## src/rtl/scoreboard_reg_file_pkg.sv

```systemverilog
// Shared definitions for the scoreboarded register file: sweep FSM states
// and default geometry used by the datapath top.
package scoreboard_reg_file_pkg;

   typedef enum logic {
      IDLE  = 1'b0,
      CLEAR = 1'b1
   } sweep_state_t;

   localparam int DEFAULT_WIDTH = 32;
   localparam int DEFAULT_DEPTH = 32;

endpackage

```

## src/rtl/scoreboard_reg_file_scoreboard.sv

```systemverilog
// Pending-bit scoreboard: one bit per register, set on reservation, cleared
// on write-back or by the sweep engine, with two combinational read taps.
module rf_scoreboard #(
   parameter int DEPTH = 32,
   parameter int AW    = $clog2(DEPTH)
) (
   input  logic          clk,
   input  logic          rst_n,
   input  logic          set_en,
   input  logic [AW-1:0] set_addr,
   input  logic          clr_en,
   input  logic [AW-1:0] clr_addr,
   input  logic          sweep_en,
   input  logic [AW-1:0] sweep_addr,
   input  logic [AW-1:0] addr_a,
   input  logic [AW-1:0] addr_b,
   output logic          busy_a,
   output logic          busy_b
);

   logic [DEPTH-1:0] pend;

   // A reservation beats a same-cycle write-back: it belongs to a younger instruction.
   always_ff @(posedge clk or negedge rst_n) begin
      if (!rst_n) begin
         pend <= '0;
      end else begin
         for (int i = 0; i < DEPTH; i++) begin
            if (sweep_en && sweep_addr == AW'(i)) begin
               pend[i] <= 1'b0;
            end else if (set_en && set_addr == AW'(i)) begin
               pend[i] <= 1'b1;
            end else if (clr_en && clr_addr == AW'(i)) begin
               pend[i] <= 1'b0;
            end
         end
      end
   end

   always_comb begin
      busy_a = 1'b0;
      busy_b = 1'b0;
      if (32'(addr_a) < DEPTH) busy_a = pend[addr_a];
      if (32'(addr_b) < DEPTH) busy_b = pend[addr_b];
   end

endmodule

```

## src/rtl/scoreboard_reg_file.sv

```systemverilog
// Register file with one write port, two read ports, optional zero register,
// optional write forwarding, pending scoreboard and a one-entry-per-cycle sweep clear.
module scoreboard_reg_file
   import scoreboard_reg_file_pkg::*;
#(
   parameter int WIDTH    = DEFAULT_WIDTH,
   parameter int DEPTH    = DEFAULT_DEPTH,
   parameter int AW       = $clog2(DEPTH),
   parameter int ZERO_REG = 1,
   parameter int BYPASS   = 1
) (
   input  logic             clk,
   input  logic             rst_n,
   input  logic             wr,
   input  logic [AW-1:0]    addr_w,
   input  logic [WIDTH-1:0] data_w,
   input  logic [AW-1:0]    addr_r1,
   input  logic [AW-1:0]    addr_r2,
   output logic [WIDTH-1:0] data_r1,
   output logic [WIDTH-1:0] data_r2,
   output logic             busy_r1,
   output logic             busy_r2,
   input  logic             rsv,
   input  logic [AW-1:0]    addr_rsv,
   input  logic             clr,
   output logic             clearing,
   output logic             ready
);

   logic [WIDTH-1:0] regs [DEPTH];
   sweep_state_t     state;
   logic [AW-1:0]    cnt;
   logic             wr_ok;
   logic             rsv_ok;
   logic             tap1;
   logic             tap2;

   // An address is real storage when in range and not the hardwired zero register.
   function automatic logic addr_valid(input logic [AW-1:0] a);
      return (32'(a) < DEPTH) && !(ZERO_REG != 0 && a == '0);
   endfunction

   assign ready  = ~clearing;
   assign wr_ok  = wr && ready && addr_valid(addr_w);
   assign rsv_ok = rsv && ready && addr_valid(addr_rsv);

   always_ff @(posedge clk or negedge rst_n) begin
      if (!rst_n) begin
         state    <= IDLE;
         cnt      <= '0;
         clearing <= 1'b0;
      end else begin
         case (state)
            IDLE: begin
               if (clr) begin
                  state    <= CLEAR;
                  cnt      <= '0;
                  clearing <= 1'b1;
               end
            end
            CLEAR: begin
               if (cnt == AW'(DEPTH - 1)) begin
                  state    <= IDLE;
                  cnt      <= '0;
                  clearing <= 1'b0;
               end else begin
                  cnt <= cnt + 1'b1;
               end
            end
            default: begin
               state    <= IDLE;
               cnt      <= '0;
               clearing <= 1'b0;
            end
         endcase
      end
   end

   // The sweep owns the array while running; writes are already blocked by ready.
   always_ff @(posedge clk or negedge rst_n) begin
      if (!rst_n) begin
         for (int i = 0; i < DEPTH; i++) regs[i] <= '0;
      end else if (state == CLEAR) begin
         regs[cnt] <= '0;
      end else if (wr_ok) begin
         regs[addr_w] <= data_w;
      end
   end

   rf_scoreboard #(
      .DEPTH (DEPTH),
      .AW    (AW)
   ) u_scoreboard (
      .clk        (clk),
      .rst_n      (rst_n),
      .set_en     (rsv_ok),
      .set_addr   (addr_rsv),
      .clr_en     (wr_ok),
      .clr_addr   (addr_w),
      .sweep_en   (state == CLEAR),
      .sweep_addr (cnt),
      .addr_a     (addr_r1),
      .addr_b     (addr_r2),
      .busy_a     (tap1),
      .busy_b     (tap2)
   );

   always_comb begin
      data_r1 = '0;
      data_r2 = '0;
      if (addr_valid(addr_r1)) data_r1 = regs[addr_r1];
      if (addr_valid(addr_r2)) data_r2 = regs[addr_r2];
      if (BYPASS != 0 && wr_ok && addr_w == addr_r1) data_r1 = data_w;
      if (BYPASS != 0 && wr_ok && addr_w == addr_r2) data_r2 = data_w;
   end

   assign busy_r1 = addr_valid(addr_r1) && tap1;
   assign busy_r2 = addr_valid(addr_r2) && tap2;

endmodule

```

## config.mk

```make
export PLATFORM = sky130hd
export DESIGN_NAME = scoreboard_reg_file
export DESIGN_NICKNAME = d
export VERILOG_FILES = /design/src/rtl/scoreboard_reg_file_pkg.sv /design/src/rtl/scoreboard_reg_file_scoreboard.sv /design/src/rtl/scoreboard_reg_file.sv
export SDC_FILE = /design/constraint.sdc
export NUM_CORES = 2
export LEC_CHECK = 0
export ABC_AREA = 0
export CAP_MARGIN = 10
export CORE_ASPECT_RATIO = 1.2
export CORE_UTILIZATION = 40
export DETAILED_ROUTE_END_ITERATION = 7
export HOLD_SLACK_MARGIN = 0.08
export SYNTH_ARGS = -nofsm -noshare
export SYNTH_HDL_FRONTEND = slang
export SYNTH_SLANG_ARGS = --single-unit
```

## constraint.sdc

```tcl
create_clock -name clk -period 3.79 [get_ports clk]
set_input_delay 0.5685 -clock clk [delete_from_list [all_inputs] [get_ports clk]]
set_output_delay 0.5685 -clock clk [all_outputs]
set_load 0.005 [all_outputs]
```

# After elaboration in Yosys (flattened, before gate mapping)

Index checks and enable logic that the tools add are counted.
W data, S select, Z words.

Reduce and logical (&&, ||, !) cells: 149
Equal/unequal tests: 97
Multiply operators: 0
Shift-type cells: 0
Div/mod/pow operators: 0
Mux-type cells: 126
Magnitude comparators: 8
Bitwise logic cells: 8
Add/subtract/negate cells: 1

Operators by type and width:

| operator               | number |
|---|---|
| $mux W1024             | 2 |
| $and A1024 B1024 Y1024 | 1 |
| $bwmux W1024           | 1 |
| $not A1024 Y1024       | 1 |
| $bmux W32 S5           | 2 |
| $demux W32 S5          | 2 |
| $mux W32               | 10 |
| $eq A5 B5 Y1 const B   | 48 |
| $eq A5 B4 Y1 const B   | 24 |
| $logic_and A1 B1 Y1    | 106 |
| $mux W1                | 102 |
| $reduce_bool A3 Y1     | 32 |
| $eq A5 B3 Y1 const B   | 12 |
| $eq A5 B2 Y1 const B   | 6 |
| $logic_not A5 Y1       | 5 |
| $ge A6 B6 Y1 const B   | 4 |
| $not A5 Y6             | 4 |
| $eq A5 B1 Y1 const B   | 3 |
| $lt A5 B6 Y1 const B   | 2 |
| $lt A6 B1 Y1 const B   | 2 |
| $bmux W1 S5            | 2 |
| $eq A5 B5 Y1           | 2 |
| $mux W5                | 2 |
| $pmux W5 S2            | 1 |
| 8 further kinds        | 13 |

Bits in writable memories: 0
Bits in registers: 1063
Memories: 0
Word-level logic and storage cells: 456
ROM bits: 0
Input port bits: 57
Bits in latches: 0

# Depth between registers and ports, before layout

Depth in word-level cells: 8
Mapped depth: 10
Depth with buffers taken out: 7

# Hierarchy

Synthesis repeated with hierarchy kept, for this count alone.

Cell total of the unflattened synthesis: 5452
Area, all modules: 59392.0 sq um

Modules (own cells, without submodules):

| module              | seq. area each (sq um) | area an instance (sq um) | cells an instance | instances |
|---|---|---|---|---|
| scoreboard_reg_file | 25799.7                | 57112.3                  | 5183              | 1 |
| rf_scoreboard       | 800.8                  | 2279.7                   | 269               | 1 |

# Least setup slack after synthesis

Ideal clock, no wire load.

Kind: input -> output
From: input addr_r2[0]
To: output data_r2[17]
Path buffers: 4
Stages: 8
Arrival time: 2338 ps
Path slack: 884 ps
Required time: 3222 ps
Cells stage by stage: buf_2 buf_2 buf_6 buf_2 mux4_2 mux2i_1 a22oi_1 a32o_1

Word-level cells in the longest chain between the ends: 6

Ends and longest elaborated chain:

| item                                         | RTL line                   | text |
|---|---|---|
| from (decl)                                  | scoreboard_reg_file.sv:18  | `input logic [AW-1:0] addr_r2,` |
| $not A5 Y6 (implied by the code)             | scoreboard_reg_file.sv:112 | `if (addr_valid(addr_r2)) data_r2 = regs[addr_r2];` |
| $bmux W32 S5                                 | scoreboard_reg_file.sv:112 |  |
| $mux W32 (implied by the code) (2 in series) | scoreboard_reg_file.sv:112 |  |
| $mux W32                                     | scoreboard_reg_file.sv:112 |  |
| $mux W32 *                                   | scoreboard_reg_file.sv:114 | `if (BYPASS != 0 && wr_ok && addr_w == addr_r2) data_r2 = data_w;` |
| to (decl)                                    | scoreboard_reg_file.sv:20  | `output logic [WIDTH-1:0] data_r2,` |

Every way passes the cells marked *; elsewhere a longest branch is shown, timed or not. The select of a mux whose other input is x is not followed.

# Worst setup path after layout

From: input addr_r2[0]
To: output data_r2[6]

The elaborated chain is that of the path after synthesis.

==> reports/qor.txt <==
YOSYS
----------------------------------------------------------------------------------------
Number of flip-flops and latches in the synthesized netlist                         1062
Post-Synth XOR/XNOR Area                                                         0.00160
Synth warnings                                                                         0
Portion of netlist area occupied by mux cells                                      0.219
Syn Nets                                                                            6488
Post-synth cell types                                                                 59
Number of synthesized flops with an enable pin                                         0
Combinational family with the most area after synthesis                     compound AO/OA/AOI/OAI gates
Complex-gate fraction of the synthesized area                                      0.236
Async set-reset flop share out of synthesis                                         1.00
Post-synthesis cell area                                                      65800 um^2
Post-synthesis cell count                                                           6425
Simple logic cell fraction of the synthesized area                                0.0864
Commonest register cell after synthesis                                     sky130_fd_sc_hd__dfrtp_1
Fraction of the mapped netlist area in adder cells                               0.00114
Avg Synthesized Cell Area                                                      10.2 um^2
Sequential fraction of the synthesis area                                          0.404

TIMING
----------------------------------------------------------------------------------------
Worst Clk Skew                                                                   31.7 ps
Slack of the critical path                                                      -2.01 ps
FMAX                                                                             264 MHz
Final Hold Violating Endpoints                                                         0
Max-slew violations                                                                    0
Final cycle utilization of the critical path                                        1.00
Minimum clock period                                                             3790 ps
Slew at the pin closest to its max-slew limit                                    1270 ps
Setup violations, final                                                                1
RSZ-0062 raised after global routing                                               false
Tightest hold margin                                                              383 ps
Relative slew slack                                                                0.156

PWR
----------------------------------------------------------------------------------------
Peak VDD IR                                                                     0.450 mV
Power per cell area                                                          660 nW/um^2
Leak Pwr                                                                       0.0302 uW

FLOORPLAN
----------------------------------------------------------------------------------------
Width of the die                                                                  372 um
Total Die Area                                                               166000 um^2
Initial standard-cell utilization of the core                                      0.404
Number of placement rows                                                             162
Overall die height                                                                446 um
Boundary Pins                                                                        125
Placeable core region                                                        163000 um^2

RUN STATUS
----------------------------------------------------------------------------------------
Violations in the final reports                                             negative setup slack
Status                                                                      finished with violations

CLOCK NETWORK
----------------------------------------------------------------------------------------
Clock root buffer master                                                    sky130_fd_sc_hd__clkbuf_16
Number of buffers inserted during clock tree synthesis                               114
Insertion delay of the later-clocked pin in the worst-skew pair                   770 ps
Number of clock sinks                                                               1062
Clock Path Buffers                                                                     3
CTS tree                                                                             yes
Clock transition at the registers of the reported paths                            60 ps
Maximum level of the CTS H-tree                                                        3

GLOBAL ROUTE
----------------------------------------------------------------------------------------
Pin count of the biggest net entering global routing                                 245
Global-route wire length before repair                                            433 mm
Initial antenna violation count                                                       19
GRT Util Overall                                                                   0.358
Number of global-route vias before repair                                          59600
Global-route congestion overflow total                                                 0

FINAL LAYOUT
----------------------------------------------------------------------------------------
Count of non-filler cells in the finished layout                                    8621
Fraction of layout instances using a drive strength above 1                        0.212
Most used cells in the layout excluding fill and tap cells                  1061 x sky130_fd_sc_hd__dfrtp_1, 976 x sky130_fd_sc_hd__nand2_1, 896 x sky130_fd_sc_hd__a22oi_1
Number of nets in the finished design                                               6455
Commonest non-fill, non-tap cell in the layout                              sky130_fd_sc_hd__dfrtp_1
Post-synthesis to final-layout area growth                                         16.6%

ROUTING
----------------------------------------------------------------------------------------
Number of vias per cell                                                             7.27
Detailed Route Iter0 Violations                                                    10100
WL/cell                                                                          35.1 um
Total length of routed wires                                                      303 mm
DR vias                                                                            62700
Number of nets still failing antenna checks after routing                              0
Number of search-and-repair iterations in the first detailed-routing pass              8
DRC violation count after routing                                                      0

PLACEMENT
----------------------------------------------------------------------------------------
Dpl cells                                                                           8396
Port Buffer Count                                                                    124
Half-perimeter wire length after detailed placement                               191 mm
Gpl congestion                                                                     0.958

CRITICAL PATH
----------------------------------------------------------------------------------------
Endpoint class of the critical path                                          output port
Critical path start-end classification                                            in2out
CP cell instances                                                           buf_8, buf_12, and2_1, buf_4, a22oi_1, a21oi_1, nor2_1, a32o_1, clkdlybuf4s50_1
Crit-path max FO                                                                      14
CP startpoint kind                                                          primary input
Delay contributed by the slowest stage of the critical path                       460 ps
Required time at the endpoint of the critical path                               3220 ps
Master of the slowest instance on the critical path                         sky130_fd_sc_hd__and2_1
Arrival time of the worst setup path                                             3220 ps

RUN
----------------------------------------------------------------------------------------
Max Cap Violations                                                                     0

MIN PATH
----------------------------------------------------------------------------------------
Hold Path Class                                                                 in2async

## final timing paths
kind | slack, ps | from | cells after the start | endpoint
setup / recovery | -2 | addr_r2[0] | 9 | data_r2[6]
hold / removal | 380 | rst_n | 2 | regs[793]$_DFFE_PN0P_
setup reg to reg | 800 | clearing$_DFFE_PN0P_ | 8 | regs[566]$_DFFE_PN0P_
hold reg to reg | 520 | regs[999]$_DFFE_PN0P_ | 1 | regs[999]$_DFFE_PN0P_
max in group asynchronous | 2180 | rst_n | 3 | state$_DFF_PN0_
min in group clk | 390 | data_w[6] | 2 | regs[518]$_DFFE_PN0P_
## cell families after synthesis
logic type,after synthesis
AOI/OAI and AO/OA,2263
and+or+nand+nor,1359
DFF,1062
muxes,871
buffers and inverters,852
xor gates and xnor gates,12
adders and majority gates,6
## synth_stat cells, drive strengths merged, types with 18 or more instances
master / n / area share
o21ai: 181 / 0.014
buf: 197 / 0.015
a21oi: 91 / 0.0069
and2: 42 / 0.0040
nand3: 46 / 0.0035
o22ai: 864 / 0.082
mux2: 29 / 0.0050
a22o: 77 / 0.010
a22oi: 896 / 0.10
clkbuf: 643 / 0.037
a32o: 51 / 0.0078
nor2b: 21 / 0.0020
nor2: 121 / 0.0069
o211ai: 18 / 0.0021
nor3b: 28 / 0.0032
dfrtp: 1062 / 0.40
mux2i: 391 / 0.060
nand2: 1001 / 0.057
nor3: 52 / 0.0040
a221oi: 27 / 0.0036
mux4: 451 / 0.15
## flip-flops by register name (all words and copies together), names as in the netlist
name               cells
clearing               1
cnt                    5
regs                1024
state                  1
u_scoreboard.pend     31
## layout make-up
class                      count  area, um^2
clock inverter                50         723
antenna                        5        12.5
clock buffer                 158        3300
sequential                  1062       26600
tap                         2132        2670
timing repair buffer         691        6940
multi-input combinational   4511       36400
fill                       14700       86100
inverter                      12        46.3
## metrics by stage
step                      worst slack (ps)  TNS, ps  area (um^2)  utilization  power, uW
final                                -2.01    -2.01        76700        0.471      50600
after CTS                             4.76        0        76600        0.471      50000
after floorplan                        884        0        65800            -      31100
after global placement                -209    -7010        72400        0.445      36800
after global routing                 0.505        0        76700        0.471      52800
after detailed placement              -204    -6680        72400        0.445      37600
## layer usage
layer  up-vias  wire, um  global-route usage
li1      24900         -                   -
met1     31500    107000               0.449
met2      4930    131000               0.523
met3      1331     39400               0.107
met4        21     25800               0.259
met5         -       189             0.00296
## report_power, final
group	internal, uW	switching [uW]
sequential	15000	4230
combinational	8740	10200
clock	7260	5190
## critical path: cells and delay by family
| kind | cells | cell delay (ps) |
|---|---|---|
| AOI/OAI and AO/OA | 3 | 800 |
| and+or+nand+nor | 2 | 680 |
| buffers and inverters | 4 | 1130 |
## what timing repair did
| item | 4_1_cts | 5_1_grt |
|---|---|---|
| pin swaps | 5 | 5 |
| resized for setup | 21 | 8 |
| endpoints found under the setup margin | 64 | 30 |
| hold endpoints to repair | 48 | 0 |
| setup buffers | 12 | 1 |
| hold buffers | 1 | 0 |
No activity file was read; power rests on OpenSTA's default activity.
